$ cat src/rtl/updown_game_ctrl.sv
// updown_game_ctrl: round controller for the up/down guessing game
//   clk, rst       - clock, synchronous active-high reset
//   start          - pulse, begins (or aborts into) a new round
//   submit, result - guess commit pulse and comparator verdict (00 ok, 01 up, 10 down, 11 illegal)
//   rng_value      - free-running random value, captured in the load cycle
//   actual_number  - latched secret driven to the comparator
//   attempts, hint - guesses used this round, last wrong-direction verdict (11 = none yet)
//   playing, win, lose - registered one-hot round status
module updown_game_ctrl #(
    parameter int MAX_NUM   = 99,
    parameter int MAX_TRIES = 7
) (
    input  logic       clk,
    input  logic       rst,
    input  logic       start,
    input  logic       submit,
    input  logic [1:0] result,
    input  logic [6:0] rng_value,
    output logic [6:0] actual_number,
    output logic [3:0] attempts,
    output logic [1:0] hint,
    output logic       playing,
    output logic       win,
    output logic       lose
);
    typedef enum logic [2:0] {IDLE, LOAD, PLAY, WIN, LOSE} state_t;
    state_t     state_q;
    logic [6:0] secret_q;
    logic [3:0] att_q;
    logic [1:0] hint_q;
    logic       playing_q, win_q, lose_q;
    logic [3:0] att_d;
    logic [6:0] secret_d;
    assign att_d = att_q + 4'd1;
    // rng_value never exceeds 2*(MAX_NUM+1)-1, so one conditional subtraction folds it into range
    assign secret_d = (rng_value <= 7'(MAX_NUM)) ? rng_value : rng_value - 7'(MAX_NUM + 1);
    always_ff @(posedge clk) begin
        if (rst) begin
            state_q   <= IDLE;
            secret_q  <= '0;
            att_q     <= '0;
            hint_q    <= 2'b11;
            playing_q <= 1'b0;
            win_q     <= 1'b0;
            lose_q    <= 1'b0;
        end else begin
            case (state_q)
                IDLE: if (start) state_q <= LOAD;
                LOAD: begin
                    secret_q  <= secret_d;
                    att_q     <= '0;
                    hint_q    <= 2'b11;
                    state_q   <= PLAY;
                    playing_q <= 1'b1;
                end
                PLAY: begin
                    if (start) begin
                        state_q   <= LOAD;
                        playing_q <= 1'b0;
                    end else if (submit && result != 2'b11) begin
                        att_q <= att_d;
                        if (result == 2'b00) begin
                            state_q   <= WIN;
                            playing_q <= 1'b0;
                            win_q     <= 1'b1;
                        end else begin
                            hint_q <= result;
                            // a correct guess is handled above, so the last try can still win
                            if (att_d == 4'(MAX_TRIES)) begin
                                state_q   <= LOSE;
                                playing_q <= 1'b0;
                                lose_q    <= 1'b1;
                            end
                        end
                    end
                end
                WIN, LOSE: if (start) begin
                    state_q <= LOAD;
                    win_q   <= 1'b0;
                    lose_q  <= 1'b0;
                end
                default: state_q <= IDLE;
            endcase
        end
    end
    assign actual_number = secret_q;
    assign attempts      = att_q;
    assign hint          = hint_q;
    assign playing       = playing_q;
    assign win           = win_q;
    assign lose          = lose_q;
endmodule

$ cat config.mk
export PLATFORM = sky130hd
export DESIGN_NAME = updown_game_ctrl
export DESIGN_NICKNAME = d
export VERILOG_FILES = /design/src/rtl/updown_game_ctrl.sv
export SDC_FILE = /design/constraint.sdc
export NUM_CORES = 1
export LEC_CHECK = 0
export CORE_MARGIN = 5
export CORE_UTILIZATION = 48
export DETAILED_ROUTE_END_ITERATION = 10
export PLACE_DENSITY_LB_ADDON = 0.12
export SLEW_MARGIN = 10
export SYNTH_ARGS = -nofsm -noshare
export SYNTH_HDL_FRONTEND = slang
export SYNTH_SLANG_ARGS = --single-unit
$ cat constraint.sdc
create_clock -name clk -period 2.2 [get_ports clk]
set_input_delay 0.66 -clock clk [delete_from_list [all_inputs] [get_ports clk]]
set_output_delay 0.66 -clock clk [all_outputs]
set_load 0.03 [all_outputs]
==> results of run 1 <==
## per-layer routing
metal / part of all wire / vias to the layer above / track usage / wire, µm
li1: - / 580 / - / -
met1: 0.42 / 558 / 0.214 / 1310
met2: 0.50 / 44 / 0.355 / 1560
met3: 0.053 / 8 / 0.0392 / 162
met4: 0.018 / 0 / 0.0971 / 57
met5: 0 / - / 0 / 0
## layout make-up
cell class	count	area, µm²
fill	207	687
multi-input combinational	97	682
timing repair buffer	43	398
sequential	19	380
inverter	12	45.0
tap	28	35.0
clock buffer	3	22.5
clock inverter	1	5.00
## stage by stage
step	TNS [ns]	area, µm²	std cells	hold slack (ns)	worst slack (ns)
floorplan	0	1150	135	0.526	0.388
global placement	-0.237	1540	199	0.438	-0.0911
detailed placement	-0.403	1540	199	0.442	-0.147
CTS	0	1560	203	0.458	0.0648
global route	0	1570	203	0.494	0.0169
finish	0	1570	203	0.454	0.0771
## logic make-up (layout without fill, tap and decap cells)
kind of cell | after synthesis | after routing | synth area share
AOI/OAI and AO/OA | 48 | 48 | 0.304
xor gates and xnor gates | 1 | 1 | 0.00759
adders and majority gates | 3 | 3 | 0.0325
buffers and inverters | 19 | 59 | 0.0792
DFF | 19 | 19 | 0.330
muxes | 1 | 1 | 0.00868
and+or+nand+nor | 44 | 44 | 0.239
## state kept, by name, summed over array words and instances, names as in the netlist
signal / flops
lose: 1
actual_number: 7
state_q: 3
attempts: 4
hint: 2
win: 1
playing: 1
## repair_timing
action                     CTS  global route
hold buffers                 0             0
setup endpoints to repair    0             2
resized for setup            0             2
## worst paths after layout
check	startpoint	endpoint	slack, ns	cells after the start
setup / recovery	attempts[3]	attempts[3]	0.08	1
hold / removal	actual_number[6]	actual_number[6]	0.45	2
setup reg to reg	state_q[1]	attempts[2]	0.52	4
hold reg to reg	actual_number[6]	actual_number[6]	0.45	2
## where the power goes
| part | switching [mW] | internal [mW] | leakage [nW] |
|---|---|---|---|
| Sequential | 0.0153 | 0.357 | 0.155 |
| Clock | 0.110 | 0.0678 | 0.0177 |
| Combinational | 0.0944 | 0.0874 | 0.424 |
## cells in the final DEF (no fill, tap or decap), types with 3 or more instances in the layout
cell and n:
sky130_fd_sc_hd__a211oi_1 3, sky130_fd_sc_hd__a21oi_1 10, sky130_fd_sc_hd__a31oi_1 3, sky130_fd_sc_hd__buf_4 15, sky130_fd_sc_hd__clkbuf_4 3, sky130_fd_sc_hd__clkdlybuf4s50_1 26
sky130_fd_sc_hd__dfxtp_1 19, sky130_fd_sc_hd__ha_1 3, sky130_fd_sc_hd__inv_1 12, sky130_fd_sc_hd__nand2_1 11, sky130_fd_sc_hd__nor2_1 7, sky130_fd_sc_hd__nor2b_1 4
sky130_fd_sc_hd__o211ai_1 4, sky130_fd_sc_hd__o21ai_0 5
==> results, run 1 <==
- The clock sink total is 19.
- The share of layout cells above drive strength 1 is 0.166.
- STA puts the critical path data required time at 1.54 ns.
- In the synthesized netlist, the number of instances is 135.
- The share of flip-flops with an asynchronous set or reset is 0.
- The number of global-route vias before repair is 1217.
- After the last flow step, the layout net total stands at 192.
- The flow ran to the end, and the final reports show no timing, DRC or antenna violations.
- The first-pass iteration count of the detailed router is 4.
- The CTS H-tree depth is 1.
- Clock tree synthesis inserted a total of 3 buffers.
- At the end of routability-driven placement, the weighted congestion stood at 0.853.
- Measured along the y axis, the die boundary spans 59.0 µm.
- The area of the die is 3480 µm².
- The number of buffers and inverters on the critical path is 1.
- The data arrival time of the critical path is 1.46 ns.
- The area share of the largest cell type after synthesis is 0.330.
- Setup violations remaining at the end of the flow were counted as 0.
- After detailed routing, the average wire length per cell comes to 15.2 µm.
- The count of buffers added on input and output ports is 28.
- The synthesized area per cell is 8.55 µm².
- The area inside the core boundary is 2250 µm².
- Wires add up to 3.08 mm.
- The number of max-capacitance violations reported is 0.
- The floorplan has 17 rows.
- The clock transition at the registers of the reported paths is 0.11 ns.
- 29 I/O pins were placed.
- The floorplan step set the die width to 59.0 µm.
- Based on the critical path, the design can be clocked at up to 471 MHz.
- The CTS tree is yes.
- The number of antenna violations at the first check in global routing is 0.
- The tightest min-delay check is of the reg -> reg type.
- The largest single stage delay on the critical path is 0.71 ns.
- The total track usage is 0.196.
- In the routed design, unresolved DRC markers number 0.
- The half-perimeter wire length after placement is 2.35 mm.
- The time the worst path needs with I/O delays and setup is 2.12 ns.
- The critical path's slowest cell is sky130_fd_sc_hd__clkdlybuf4s50_1.
- The initial standard-cell utilization of the core is 0.512.
- The max-slew violation count is 0.
- In this run the power density over the cells is 467 nW/µm².
- Ranked by total cell area, the synthesized netlist is headed by sky130_fd_sc_hd__dfxtp_1 33%, sky130_fd_sc_hd__a21oi_1 4.3%, sky130_fd_sc_hd__inv_1 3.9%.
- The tree is rooted in a sky130_fd_sc_hd__clkbuf_4.
- The wire length of the first global-routing pass is 5.29 mm.
- Summed over all cells, the static leakage comes to 0.596 nW.
- The share of the Yosys chip area taken by registers is 0.330.
- The detailed router placed 1190 vias in this run.
- The via count normalized by instance count is 5.86.
- The post-synthesis to final-layout area growth is 35.9%.
- The pin slew with the least headroom to its limit is 0.602 ns.
- Walking the worst path, the cells encountered are clkdlybuf4s50_1.
- The most frequently used flop master after synthesis is sky130_fd_sc_hd__dfxtp_1.
- Setup repair after global routing left no endpoint under its margin.
- By instance count, the leading cell after synthesis is sky130_fd_sc_hd__dfxtp_1.
- During synthesis, Yosys emitted a total of 0 warnings.
- For this run the aggregate overflow at the end of global routing stands at 0.
- The critical path is of the reg -> out type.
- The final hold violation count is 0.
- The number of nets with antenna violations after detailed routing is 0.
- The relative slew slack is 0.598.
- The first routing iteration left 28 violations.
- The repair_antennas step left the layout with diodes totalling 0.
- The sort of element at the end of the critical path is an output port.
- For the worst-skew pair, the clock arrives at the later sink with an insertion delay of 0.30 ns.
- VDD sags by at most 0.336 mV.
- The worst setup path is launched from a flop.
- The largest net degree at the start of global routing is 16.
- Post-CTS timing repair inserted 0 buffers for setup.
- The number of flops mapped to enable cells by yosys is 0.
- The number of unique standard cell types used by synthesis is 53.
- Ranked by instance count, the synthesized netlist is headed by 19 x sky130_fd_sc_hd__dfxtp_1, 12 x sky130_fd_sc_hd__inv_1, 11 x sky130_fd_sc_hd__nand2_1.
- After synthesis the netlist holds a flip-flop and latch count of 19.
- Once layout is complete, the utilization of the core stands at 0.695.
- The kind of cell with the highest combined delay along the critical path is buffers and inverters.
- In the finished design, the share of the clock period the worst path needs comes to 0.965.
- sky130_fd_sc_hd__dfxtp_1 takes more of the synthesized area than any other cell.
- The number of nets produced by synthesis is 151.
- The total power of the final layout is 0.733 mW.
- For the final database, setup skew stands at 0.00662 ns.
- The largest buffer count on any clock path is 2.
- The netlist area before placement is 1150 µm².
- The largest driver fanout on the critical path is 7.
Note: power is estimated with default switching activity, not from simulation.
==> run 2: changes to the inputs <==
--- a/config.mk
+++ b/config.mk
@@ -5,11 +5,13 @@
 export SDC_FILE = /design/constraint.sdc
 export NUM_CORES = 1
 export LEC_CHECK = 0
+export CAP_MARGIN = 20
 export CORE_MARGIN = 5
 export CORE_UTILIZATION = 48
 export DETAILED_ROUTE_END_ITERATION = 10
-export PLACE_DENSITY_LB_ADDON = 0.12
+export PLACE_DENSITY_LB_ADDON = 0.15
 export SLEW_MARGIN = 10
 export SYNTH_ARGS = -nofsm -noshare
 export SYNTH_HDL_FRONTEND = slang
 export SYNTH_SLANG_ARGS = --single-unit
+export TNS_END_PERCENT = 100
==> run 2 against run 1 <==
  * Clock power hardly changed
  * Combinational power barely moved
  * Maximum frequency shrank 0.30%
  * Sequential share of layout area up 0.25 points
  * Total power increased by 0.29%
  * First-iteration DRC count increased by 50%
  * Final area down 1.0%
  * Core utilization fell by 0.72 points
  * Clock-buffer cell count increased by 1
  * Hold slack better by 0.0011 ns
  * Critical path type unchanged
  * Highest routed layer unchanged
==> results, run 2 (synthesis results as in run 1) <==
- The design draws 0.735 mW.
- After floorplanning, the core was sized to cover 2250 µm².
- The final hold violation count is 0.
- The last element of the critical path is attempts[3].
- The post-synthesis to final-layout area growth is 34.5%.
- Setup repair after global routing left no endpoint under its margin.
- The number of global-route vias before repair came to 1187.
- Tracing the worst setup path back leads to its startpoint at attempts[3].
- The number of buffer and inverter instances along the worst setup path is 1.
- Along the worst path, the maximum fanout reaches 7.
- The hold slack is 0.455 ns.
- In this design, the largest share of critical-path delay is due to buffers and inverters.
- The startpoint kind of the worst setup timing path is a flop.
- In the layout the commonest cells are 26 x sky130_fd_sc_hd__clkdlybuf4s50_1, 19 x sky130_fd_sc_hd__dfxtp_1, 13 x sky130_fd_sc_hd__buf_4.
- The clock tree skew after final layout is 0.00254 ns.
- The pin slew with the least headroom to its limit is 0.563 ns.
- Across the VDD grid, the largest voltage drop is 0.448 mV.
- Static timing analysis puts the maximum clock frequency at 470 MHz.
- The most common cell after layout, fill and taps aside is sky130_fd_sc_hd__clkdlybuf4s50_1.
- The total track usage is 0.189.
- The setup fix buffers added after clock tree synthesis is 0.
- The wire length of the first global-routing pass is 5.11 mm.
- The via count normalized by instance count is 5.89.
- The clock root buffer is sky130_fd_sc_hd__clkbuf_4.
- The clock net in this run drives a total of 19 sinks.
- The internal portion of the total power is 0.514 mW.
- The hold path depth is 2.
- After layout, the minimum clock period comes to 2.13 ns.
- The final worst-path cycle share is 0.968.
- The signal on the critical path passes through clkdlybuf4s50_1.
- The sort of element at the end of the critical path is an output port.
- The worst-skew pair later-pin latency is 0.30 ns.
- The category of the critical setup timing path is reg -> out.
- The number of antenna violations at the first check in global routing was 0.
- The area of the die is 3480 µm².
- Counting the buffers created by CTS gives 3.
- Before CTS, the worst setup slack after placement is -0.154 ns.
- The floorplan has 17 rows.
- In this run the critical register-to-register path is launched from state_q[1].
- The data arrival time of the critical path is 1.47 ns.
- Of the total power, registers draw 0.507.
- In this run the number of H-tree levels came out at 1.
- The total detailed-routing wirelength is 3.16 mm.
- Once detail routing completed, the nets flagged for antenna violations numbered 0.
- The critical path's slowest cell is sky130_fd_sc_hd__clkdlybuf4s50_1.
- Entering global routing, the biggest net connects 15 pins.
- Power spread over the standard cell area amounts to 474 nW/µm².
- At the end of the flow the core is filled with cells to 0.688.
- The leakage component of the power is 0.583 nW.
- The number of diodes added for antenna fixing is 0.
- Across the whole layout, storage elements account for 380 µm².
- The final layout contains 190 nets.
- The share of layout cells above drive strength 1 is 0.150.
- The largest buffer count on any clock path is 2.
- The post-route DRC violation count is 0.
- The max-slew violation count is 0.
- For this configuration, the core starts out at a cell density of 0.512.
- After the first detailed-routing iteration, the DRC count stood at 42.
- In this run the number of cells on the critical path is 1.
- The worst register-to-register path ends at attempts[2].
- The register with the most flip-flops in the layout has 7 of them.
- The detailed-route via count is 1184.
- The count of buffers from port buffering is 28.
- The share of total power dissipated in the clock network is 0.247.
- Detailed placement ended at an HPWL of 2.38 mm.
- The worst path meets setup with 0.0706 ns of slack.
- The clock transition at the registers of the reported paths is 0.11 ns.
- In the final routed layout, each cell accounts on average for 15.7 µm.
- The number of max-capacitance violations reported is 0.
- The worst min-delay path category is reg -> reg.
- The register-to-register path setup slack is 0.45 ns.
- Fill cells in the final layout number 197.
- The proportion of total power due to net switching is 0.300.
- The width of the die is 59.0 µm.
- Counting cells, the worst reg-to-reg path comes to 4.
- Summed over all failing endpoints, the final setup total negative slack is 0 ns.
- Setup violations remaining at the end of the flow were counted as 0.
- The relative slew slack is 0.624.
- At the worst endpoint, the required time is 1.54 ns.
- The delay contributed by the slowest stage of the critical path is 0.71 ns.
- The flow ran to the end, and the final reports show no timing, DRC or antenna violations.
- The global placement routability congestion is 0.857.
- The overflow left after global routing is 0.
- In this run the vertical extent of the chip is 59.0 µm.
- The boundary pin count is 29.
- The total net switching power is 0.221 mW.
- Summing all multi-input logic gate instances after layout gives 682 µm².
- TritonCTS built the clock tree.
- The combinational cell fraction of total power is 0.246.
- The first-pass iteration count of the detailed router is 5.
run 2: cell count changes in the layout (fill, tap and decap cells not counted), sizes merged:
cell	change
clkinv	-1
clkbuf	+1
buf	-2
run 2: through the flow:
stage / cell area (µm²) / std cells
finish: 1550 / 201
global route: 1550 / 201
CTS: 1550 / 201
detailed placement: 1520 / 197
global placement: 1520 / 197
floorplan: 1150 / 135
run 2: timing repair:
action                                  4_1_cts  5_1_grt
gates resized for setup                       0        2
endpoints found under the setup margin        0        2
hold buffers                                  0        0
run 2: cell type report:
| cell class | instances | share of cell area |
|---|---|---|
| multi-input combinational | 97 | 0.440 |
| timing repair buffer | 41 | 0.247 |
| inverter | 12 | 0.0290 |
| clock buffer | 4 | 0.0169 |
| tap | 28 | 0.0226 |
| sequential | 19 | 0.245 |
run 2: worst min path at each step:
stage                          start  slack, ns               end
global placement    actual_number[6]       0.44  actual_number[6]
global route        actual_number[6]       0.49  actual_number[6]
detailed placement  actual_number[6]       0.44  actual_number[6]
floorplan                 state_q[0]       0.53        state_q[2]
finish              actual_number[6]       0.46  actual_number[6]
CTS                 actual_number[6]       0.46  actual_number[6]
run 2: worst min-delay path: stages (launching register included):
cell and delay [ns]:
sky130_fd_sc_hd__dfxtp_1 0.32, sky130_fd_sc_hd__nand2_1 0.05, sky130_fd_sc_hd__a21oi_1 0.05
run 2: metal layers:
layer	up-vias	wire length, µm	GRT usage
li1	579	-	-
met1	560	1340	0.210
met2	40	1620	0.349
met3	5	164	0.0392
met4	0	43	0.0712
met5	-	0	0
run 2: power groups by stage:
stage | clock network, mW | logic, mW | registers, mW
finish | 0.181 | 0.180 | 0.373
global route | 0.208 | 0.194 | 0.376
CTS | 0.188 | 0.181 | 0.373
detailed placement | 0 | 0.179 | 0.381
global placement | 0 | 0.176 | 0.379
floorplan | 0 | 0.0869 | 0.393
